$ cat src/rtl/mips_harness_pkg.sv
// -----------------------------------------------------------------------------
// mips_harness_pkg
// Shared types and helpers for the mips_cpu_harness run-control block.
//   state_t           : run-control FSM states (IDLE, RESET_CPU, RUN, DONE)
//   MIPS_NOP          : word returned for fetches outside the loaded window
//   MIPS_RESET_VECTOR : default byte address of instruction word 0
//   byte_swap32()     : reverses the four bytes of a 32-bit word
// -----------------------------------------------------------------------------
package mips_harness_pkg;

   typedef enum logic [1:0] {
      ST_IDLE      = 2'd0,
      ST_RESET_CPU = 2'd1,
      ST_RUN       = 2'd2,
      ST_DONE      = 2'd3
   } state_t;

   localparam logic [31:0] MIPS_NOP          = 32'h0000_0000;
   localparam logic [31:0] MIPS_RESET_VECTOR = 32'hBFC0_0000;

   function automatic logic [31:0] byte_swap32(input logic [31:0] w);
      return {w[7:0], w[15:8], w[23:16], w[31:24]};
   endfunction

endpackage

$ cat src/rtl/mips_harness_imem.sv
// -----------------------------------------------------------------------------
// mips_harness_imem
// Loadable instruction memory mapped at BASE_ADDR with a combinational fetch
// port. Fetches outside the window or misaligned return MIPS_NOP; in-window
// words are optionally byte-reversed for a big-endian CPU bus.
// Ports:
//   clk      in  : clock, write port on rising edge
//   wr_en    in  : write strobe (already qualified by the caller)
//   wr_index in  : word index, $clog2(DEPTH) bits
//   wr_data  in  : word in logical (MSB-first) order
//   rd_addr  in  : CPU byte fetch address
//   rd_data  out : fetch data, zero latency
// Contents are never reset so a harness reset keeps the loaded program.
// -----------------------------------------------------------------------------
module mips_harness_imem
   import mips_harness_pkg::*;
#(
   parameter int          DEPTH      = 64,
   parameter logic [31:0] BASE_ADDR  = MIPS_RESET_VECTOR,
   parameter int          BIG_ENDIAN = 1
) (
   input  logic                     clk,
   input  logic                     wr_en,
   input  logic [$clog2(DEPTH)-1:0] wr_index,
   input  logic [31:0]              wr_data,
   input  logic [31:0]              rd_addr,
   output logic [31:0]              rd_data
);

   localparam int IW = $clog2(DEPTH);

   logic [31:0] r_mem [DEPTH];

   logic [31:0] w_offset;
   logic [31:0] w_word;
   logic        w_hit;
   logic [31:0] w_raw;

   // DEPTH is a power of two, so an IW-bit index can never exceed DEPTH-1;
   // the "discard out-of-range index" case cannot arise at this port width.
   always_ff @(posedge clk) begin
      if (wr_en) begin
         r_mem[wr_index] <= wr_data;
      end
   end

   // The offset wraps for addresses below the base, hence the explicit
   // lower-bound check alongside the word-count check.
   assign w_offset = rd_addr - BASE_ADDR;
   assign w_word   = w_offset >> 2;
   assign w_hit    = (rd_addr >= BASE_ADDR) && (w_word < 32'(DEPTH)) &&
                     (rd_addr[1:0] == 2'b00);
   assign w_raw    = r_mem[w_word[IW-1:0]];

   always_comb begin
      rd_data = MIPS_NOP;
      if (w_hit) begin
         rd_data = (BIG_ENDIAN != 0) ? byte_swap32(w_raw) : w_raw;
      end
   end

endmodule

$ cat src/rtl/mips_cpu_harness.sv
// -----------------------------------------------------------------------------
// mips_cpu_harness
// Run-control harness for a mips_cpu_harvard core: holds a loadable
// instruction memory, sequences the CPU reset, detects the halt condition
// (instr_address == 0 with active == 0), captures register_v0 and counts
// RUN cycles.
// Optional watchdog: define MIPS_HARNESS_TIMEOUT_EN to end a run after
// MAX_CYCLES RUN edges with timeout = 1. Without it timeout is tied 0.
// Ports:
//   clk, reset        : clock, synchronous active-high reset
//   load_valid/ready  : load handshake; a word is written when both are high.
//                       load_ready is high only in IDLE and DONE.
//   load_index/data   : word index and logical-order data
//   start             : begin a run (honoured in IDLE and DONE only)
//   cpu_reset         : CPU reset, low only in RUN
//   instr_address     : CPU fetch address
//   instr_readdata    : fetch data, same cycle
//   active, register_v0 : CPU status inputs
//   done, timeout     : run finished / finished by watchdog
//   result, cycles    : captured v0, RUN edges elapsed (saturating)
//   dbg_state         : current FSM state
// -----------------------------------------------------------------------------
module mips_cpu_harness
   import mips_harness_pkg::*;
#(
   parameter int          DEPTH        = 64,
   parameter logic [31:0] BASE_ADDR    = MIPS_RESET_VECTOR,
   parameter int          RESET_CYCLES = 2,
   parameter int          MAX_CYCLES   = 1000,
   parameter int          BIG_ENDIAN   = 1
) (
   input  logic                     clk,
   input  logic                     reset,
   input  logic                     load_valid,
   output logic                     load_ready,
   input  logic [$clog2(DEPTH)-1:0] load_index,
   input  logic [31:0]              load_data,
   input  logic                     start,
   output logic                     cpu_reset,
   input  logic [31:0]              instr_address,
   output logic [31:0]              instr_readdata,
   input  logic                     active,
   input  logic [31:0]              register_v0,
   output logic                     done,
   output logic                     timeout,
   output logic [31:0]              result,
   output logic [31:0]              cycles,
   output state_t                   dbg_state
);

`ifdef MIPS_HARNESS_TIMEOUT_EN
   localparam bit WDOG_EN = 1'b1;
`else
   localparam bit WDOG_EN = 1'b0;
`endif

   state_t      r_state;
   state_t      w_next;
   logic [31:0] r_cycles;
   logic [31:0] r_result;
   logic [31:0] r_rst_cnt;
   logic        r_done;
   logic        r_timeout;

   logic [31:0] w_cycles_inc;
   logic        w_halt;
   logic        w_limit;
   logic        w_rst_last;
   logic        w_cpu_reset;
   logic        w_load_ready;
   logic        w_wr_en;

   assign w_cycles_inc = (r_cycles == 32'hFFFF_FFFF) ? r_cycles : r_cycles + 32'd1;
   assign w_halt       = (r_state == ST_RUN) && !active && (instr_address == 32'd0);
   // Compared against the post-increment count so the limiting edge itself
   // is counted; halt takes priority in the datapath below.
   assign w_limit      = WDOG_EN && (r_state == ST_RUN) &&
                         (w_cycles_inc >= 32'(MAX_CYCLES));
   assign w_rst_last   = (r_rst_cnt == 32'(RESET_CYCLES - 1));
   assign w_wr_en      = load_valid && w_load_ready;

   // State register
   always_ff @(posedge clk) begin
      if (reset) begin
         r_state <= ST_IDLE;
      end else begin
         r_state <= w_next;
      end
   end

   // Next-state logic
   always_comb begin
      w_next = r_state;
      case (r_state)
         ST_IDLE, ST_DONE: if (start)             w_next = ST_RESET_CPU;
         ST_RESET_CPU:     if (w_rst_last)        w_next = ST_RUN;
         ST_RUN:           if (w_halt || w_limit) w_next = ST_DONE;
         default:                                 w_next = ST_IDLE;
      endcase
   end

   // State-decoded outputs
   always_comb begin
      w_cpu_reset  = 1'b1;
      w_load_ready = 1'b0;
      case (r_state)
         ST_IDLE: w_load_ready = 1'b1;
         ST_RUN:  w_cpu_reset  = 1'b0;
         ST_DONE: w_load_ready = 1'b1;
         default: ;
      endcase
   end

   // Counters and capture registers
   always_ff @(posedge clk) begin
      if (reset) begin
         r_cycles  <= '0;
         r_result  <= '0;
         r_rst_cnt <= '0;
         r_done    <= 1'b0;
         r_timeout <= 1'b0;
      end else begin
         case (r_state)
            ST_IDLE, ST_DONE: begin
               if (start) begin
                  r_cycles  <= '0;
                  r_result  <= '0;
                  r_rst_cnt <= '0;
                  r_done    <= 1'b0;
                  r_timeout <= 1'b0;
               end
            end
            ST_RESET_CPU: r_rst_cnt <= r_rst_cnt + 32'd1;
            ST_RUN: begin
               r_cycles <= w_cycles_inc;
               if (w_halt) begin
                  r_result <= register_v0;
                  r_done   <= 1'b1;
               end else if (w_limit) begin
                  r_result  <= register_v0;
                  r_done    <= 1'b1;
                  r_timeout <= 1'b1;
               end
            end
            default: ;
         endcase
      end
   end

   mips_harness_imem #(
      .DEPTH      (DEPTH),
      .BASE_ADDR  (BASE_ADDR),
      .BIG_ENDIAN (BIG_ENDIAN)
   ) u_imem (
      .clk      (clk),
      .wr_en    (w_wr_en),
      .wr_index (load_index),
      .wr_data  (load_data),
      .rd_addr  (instr_address),
      .rd_data  (instr_readdata)
   );

   assign load_ready = w_load_ready;
   assign cpu_reset  = w_cpu_reset;
   assign done       = r_done;
   assign timeout    = WDOG_EN ? r_timeout : 1'b0;
   assign result     = r_result;
   assign cycles     = r_cycles;
   assign dbg_state  = r_state;

endmodule

$ cat config.mk
export PLATFORM = sky130hd
export DESIGN_NAME = mips_cpu_harness
export DESIGN_NICKNAME = d
export VERILOG_FILES = /design/src/rtl/mips_harness_pkg.sv /design/src/rtl/mips_harness_imem.sv /design/src/rtl/mips_cpu_harness.sv
export SDC_FILE = /design/constraint.sdc
export NUM_CORES = 2
export LEC_CHECK = 0
export CAP_MARGIN = 20
export CORE_MARGIN = 2
export CORE_UTILIZATION = 40
export CTS_CLUSTER_SIZE = 8
export DETAILED_ROUTE_END_ITERATION = 7
export SYNTH_ARGS = -nofsm -noshare
export SYNTH_HDL_FRONTEND = slang
export SYNTH_SLANG_ARGS = --single-unit
$ cat constraint.sdc
create_clock -name clk -period 6.3 [get_ports clk]
set_input_delay 0.945 -clock clk [delete_from_list [all_inputs] [get_ports clk]]
set_output_delay 0.945 -clock clk [all_outputs]
set_load 0.02 [all_outputs]
==> tab_implementation.tex <==
\begin{tabular}{lr}
\hline
Metric & Value \\
\hline
\multicolumn{2}{l}{\textbf{Finish}} \\
Final Core Density & 0.476 \\
Most frequent standard cell in the layout excluding fill and tap cells & sky130\_fd\_sc\_hd\_\_edfxtp\_1 \\
Final instance count without filler cells & just over 7000 \\
Fillcell total & 16500 \\
Highest-count cells in the layout ignoring fill and taps & sky130\_fd\_sc\_hd\_\_edfxtp\_1, sky130\_fd\_sc\_hd\_\_mux4\_2, sky130\_fd\_sc\_hd\_\_clkbuf\_16 \\
Layout overhead on the synthesized area & 18.2\% \\
Final nets & 4555 \\
Layout cell share with drive strength beyond 1 & 0.256 \\
\multicolumn{2}{l}{\textbf{Floorplan}} \\
Total number of placement rows & between 150 and 200 \\
Total Die Area & 0.210 mm2 \\
Die Span X & 458 um \\
Core footprint & 0.205 mm2 \\
Effective utilization at floorplan & 0.403 \\
I/O pin count & 209 \\
Vertical extent of the die & 458 um \\
\multicolumn{2}{l}{\textbf{Route}} \\
Overall routed net length & 228000 um \\
DRC violation count after routing & 0 \\
Detail Route Antenna Nets & 0 \\
Via density per instance & between 5 and 6 \\
Detailed Routing Iterations Pass 1 & 5 \\
Overall via count from detail\_route & 42800 \\
Routed length per instance & 31.8 um \\
DRC violation total after the first TritonRoute iteration & 5205 \\
\multicolumn{2}{l}{\textbf{Setup path}} \\
Required @ worst endpoint & around 5400 ps \\
Type of the worst setup path & in2out \\
Levels on crit path & 7 \\
Top cell by count, worst path & sky130\_fd\_sc\_hd\_\_clkdlybuf4s50\_1 \\
Cells on worst reg2reg path & 5 \\
Critical Path Source Type & primary input \\
Bufs and invs on worst path & 3 \\
Crit end category & output port \\
Crit path largest cell delay & 940 ps \\
Top cell family by delay on the critical path & buffers and inverters \\
Crit-path slowest cell & sky130\_fd\_sc\_hd\_\_a211oi\_1 \\
Cell Chain, Critical Path & clkdlybuf4s50\_1 -> nor4\_1 -> buf\_4 -> nand3\_2 -> a211oi\_1 -> o311a\_1 -> clkdlybuf4s50\_1 \\
R2R Setup Slk & 2470 ps \\
Arrival time at the worst endpoint & 4740 ps \\
Largest fanout on the critical path & 5 \\
\multicolumn{2}{l}{\textbf{Global routing}} \\
Total gr overflow & 0 \\
Largest net degree at the start of global routing & 87 \\
Antenna violations before repair & 23 \\
Overall track demand over capacity in global routing & 0.215 \\
Wire length of the first global-routing pass & 322000 um \\
Via count of the first global-routing pass & between 40000 and 50000 \\
\multicolumn{2}{l}{\textbf{STA}} \\
Worst clock skew on the final layout & 78.7 ps \\
Final clock period utilization by the worst path & 0.902 \\
Worst hold slack & 333 ps \\
TNS Setup & 0 ps \\
Total count of max-transition violations in the final report & 0 \\
Min Tclk post-route & 5680 ps \\
Transition time of the tightest slew-check pin & 1160 ps \\
Max-slew headroom at the worst pin & 0.222 \\
Final Hold Viols & 0 \\
Unrepaired setup endpoints after global routing & no \\
Setup violation total in the final timing report & 0 \\
Maximum clock frequency & 176 MHz \\
\multicolumn{2}{l}{\textbf{Power}} \\
Clock power frac & 0.454 \\
Net switching component of the power & 6750 uW \\
Pwr/cell area & 329 mW/mm2 \\
Peak VDD IR & $\sim$0.27 mV \\
Static Leakage & 0.0308 uW \\
Total power consumption of the routed design & 32100 uW \\
Internal power of the cells & approximately 25000 uW \\
Relative contribution of combinational cells to total power & 0.054 \\
Switching share of power & 0.210 \\
Sequential group share of total power & 0.492 \\
\multicolumn{2}{l}{\textbf{Placed design}} \\
Number of port buffers & 207 \\
Detailed Place HPWL & 136000 um \\
Placed insts & 6785 \\
GPL Wtd Cong & 0.808 \\
\multicolumn{2}{l}{\textbf{Status}} \\
Status & complete, no violations \\
\multicolumn{2}{l}{\textbf{Job}} \\
Max-cap violation count & 0 \\
\multicolumn{2}{l}{\textbf{Yosys}} \\
Number of warnings reported in the yosys synthesis log & 0 \\
Area leader, netlist & sky130\_fd\_sc\_hd\_\_edfxtp\_1 \\
Async set-reset flop share out of synthesis & 0 \\
Mean instance size in the synthesized netlist & 21.0 um2 \\
Post-synthesis instance area & 0.0826 mm2 \\
Post-synth cell types & 74 \\
Net Count, Synth & about 4000 \\
Flop and latch count out of synthesis & roughly 2100 \\
Count of mapped cells out of synthesis & between 3000 and 4000 \\
Primary FF master, synth & sky130\_fd\_sc\_hd\_\_edfxtp\_1 \\
Number of enable flip-flop cells after synthesis & 2048 \\
Part of the Yosys area used for sequential elements & 0.769 \\
Fraction of synthesized cell area taken by the top area cell type & 0.745 \\
Dominant cells by area after synthesis & sky130\_fd\_sc\_hd\_\_edfxtp\_1, sky130\_fd\_sc\_hd\_\_mux4\_2, sky130\_fd\_sc\_hd\_\_dfxtp\_1 \\
\multicolumn{2}{l}{\textbf{Clocking}} \\
Number of hold buffers added after cts & 0 \\
Post-cts sizing count & 0 \\
Clock slew at the register clock pins of the worst setup and hold paths & approximately 50 ps \\
Library cell used as clock root buffer & sky130\_fd\_sc\_hd\_\_clkbuf\_16 \\
\# H-tree levels & 5 \\
Latest clock arrival within the worst-skew pair & $\sim$950 ps \\
TritonCTS clock tree & built \\
Number of clock sinks & 2147 \\
Clk buf depth & 4 \\
Number of buffers created by CTS & 318 \\
Number of setup buffers added after CTS & 0 \\
\multicolumn{2}{l}{\textbf{Hold path}} \\
Classification of the worst-slack hold path & in2reg \\
Hold Path Cell Cnt & 1 \\
\hline
\end{tabular}
## layer usage
| layer | vias to the layer above | GRT usage | wire length [um] |
|---|---|---|---|
| met1 | 22900 | 0.295 | 93200 |
| met2 | 1970 | 0.347 | 111000 |
| met3 | 338 | 0.0471 | 18600 |
| met4 | 12 | 0.0599 | 5400 |
| met5 | - | 0 | 77 |
| li1 | 17500 | - | - |
## layout make-up
| class | count | area [um2] | area share |
|---|---|---|---|
| flip-flops and latches | 2147 | 63500 | 0.650 |
| multi-input cells | 1548 | 18400 | 0.189 |
| clock buffers | 334 | 8150 | 0.0834 |
| repair buffers | 410 | 4060 | 0.0416 |
| well taps | 2688 | 3360 | 0.0345 |
| clock inverters | 9 | 76.3 | 0.000782 |
| inverters | 17 | 63.8 | 0.000654 |
| diodes | 6 | 15.0 | 0.000154 |
## sequential cells by signal, indices dropped and copies added (netlist names)
signal / count
cycles: 32
dbg_state: 2
result: 32
done: 1
u_imem.r_mem: 2048
r_rst_cnt: 32
## worst register-to-register path, cell delays in order, from the launching register on
cell and delay [ps]:
sky130_fd_sc_hd__dfxtp_1 440, sky130_fd_sc_hd__inv_1 90, sky130_fd_sc_hd__ha_1 560, sky130_fd_sc_hd__nand3_1 830, sky130_fd_sc_hd__nor2_4 1020, sky130_fd_sc_hd__buf_4 540
## stage by stage
stage                     setup slack (ps)  instance area [um2]
final                                  616                97600
after global routing                   722                97600
after CTS                              751                97100
after detailed placement               760                88900
after global placement                 681                88800
after floorplan                       1880                82600
## worst paths after layout
kind                                   from                            end
setup / recovery          instr_address[21]             instr_readdata[20]
hold / removal                 load_data[6]  u_imem.r_mem[28][6]$_DFFE_PP_
setup reg to reg  dbg_state[0]$_SDFFE_PP0P_  u_imem.r_mem[60][9]$_DFFE_PP_
hold reg to reg           done$_SDFFE_PP0P_              done$_SDFFE_PP0P_
## kinds of logic (layout without fill, tap and decap cells)
kind of cell             Yosys count  after routing  share of synthesized area
flip-flops                      2147           2147                      0.769
multiplexers                     633            633                      0.147
AO/OA/AOI/OAI                    465            465                     0.0400
AND/OR/NAND/NOR                  424            424                     0.0268
buffers and inverters            232            770                     0.0148
XOR/XNOR                          19             19                    0.00211
adder cells (fa/ha/maj)            6              6                   0.000909
other                              1              7                  0.0000454
## Yosys cell counts, types with 12 or more instances
master,count
sky130_fd_sc_hd__a211oi_1,16
sky130_fd_sc_hd__a21oi_1,50
sky130_fd_sc_hd__a22o_1,45
sky130_fd_sc_hd__a22oi_1,91
sky130_fd_sc_hd__and3_1,17
sky130_fd_sc_hd__buf_1,22
sky130_fd_sc_hd__buf_2,49
sky130_fd_sc_hd__buf_4,36
sky130_fd_sc_hd__buf_6,19
sky130_fd_sc_hd__clkbuf_1,88
sky130_fd_sc_hd__dfxtp_1,99
sky130_fd_sc_hd__edfxtp_1,2048
sky130_fd_sc_hd__inv_1,17
sky130_fd_sc_hd__mux2i_1,166
sky130_fd_sc_hd__mux4_2,461
sky130_fd_sc_hd__nand2_1,63
sky130_fd_sc_hd__nand2b_1,13
sky130_fd_sc_hd__nand3_1,37
sky130_fd_sc_hd__nand4_1,23
sky130_fd_sc_hd__nor2_1,131
sky130_fd_sc_hd__nor2b_1,13
sky130_fd_sc_hd__nor3_1,27
sky130_fd_sc_hd__nor4_1,18
sky130_fd_sc_hd__o211ai_1,25
sky130_fd_sc_hd__o21ai_0,41
sky130_fd_sc_hd__o21ai_1,17
sky130_fd_sc_hd__o22ai_1,86
sky130_fd_sc_hd__o31ai_1,12
sky130_fd_sc_hd__or3_1,25
sky130_fd_sc_hd__or4_1,17
sky130_fd_sc_hd__xnor2_1,17
## power by group through the flow
stage	clock network (uW)	registers, uW	logic, uW
after floorplan	0	16100	910
after global placement	0	16100	1670
after detailed placement	0	16100	1700
after CTS	14800	15800	1700
after global routing	15400	15800	1830
final	14600	15800	1730
No activity file was read; power rests on OpenSTA's default activity.
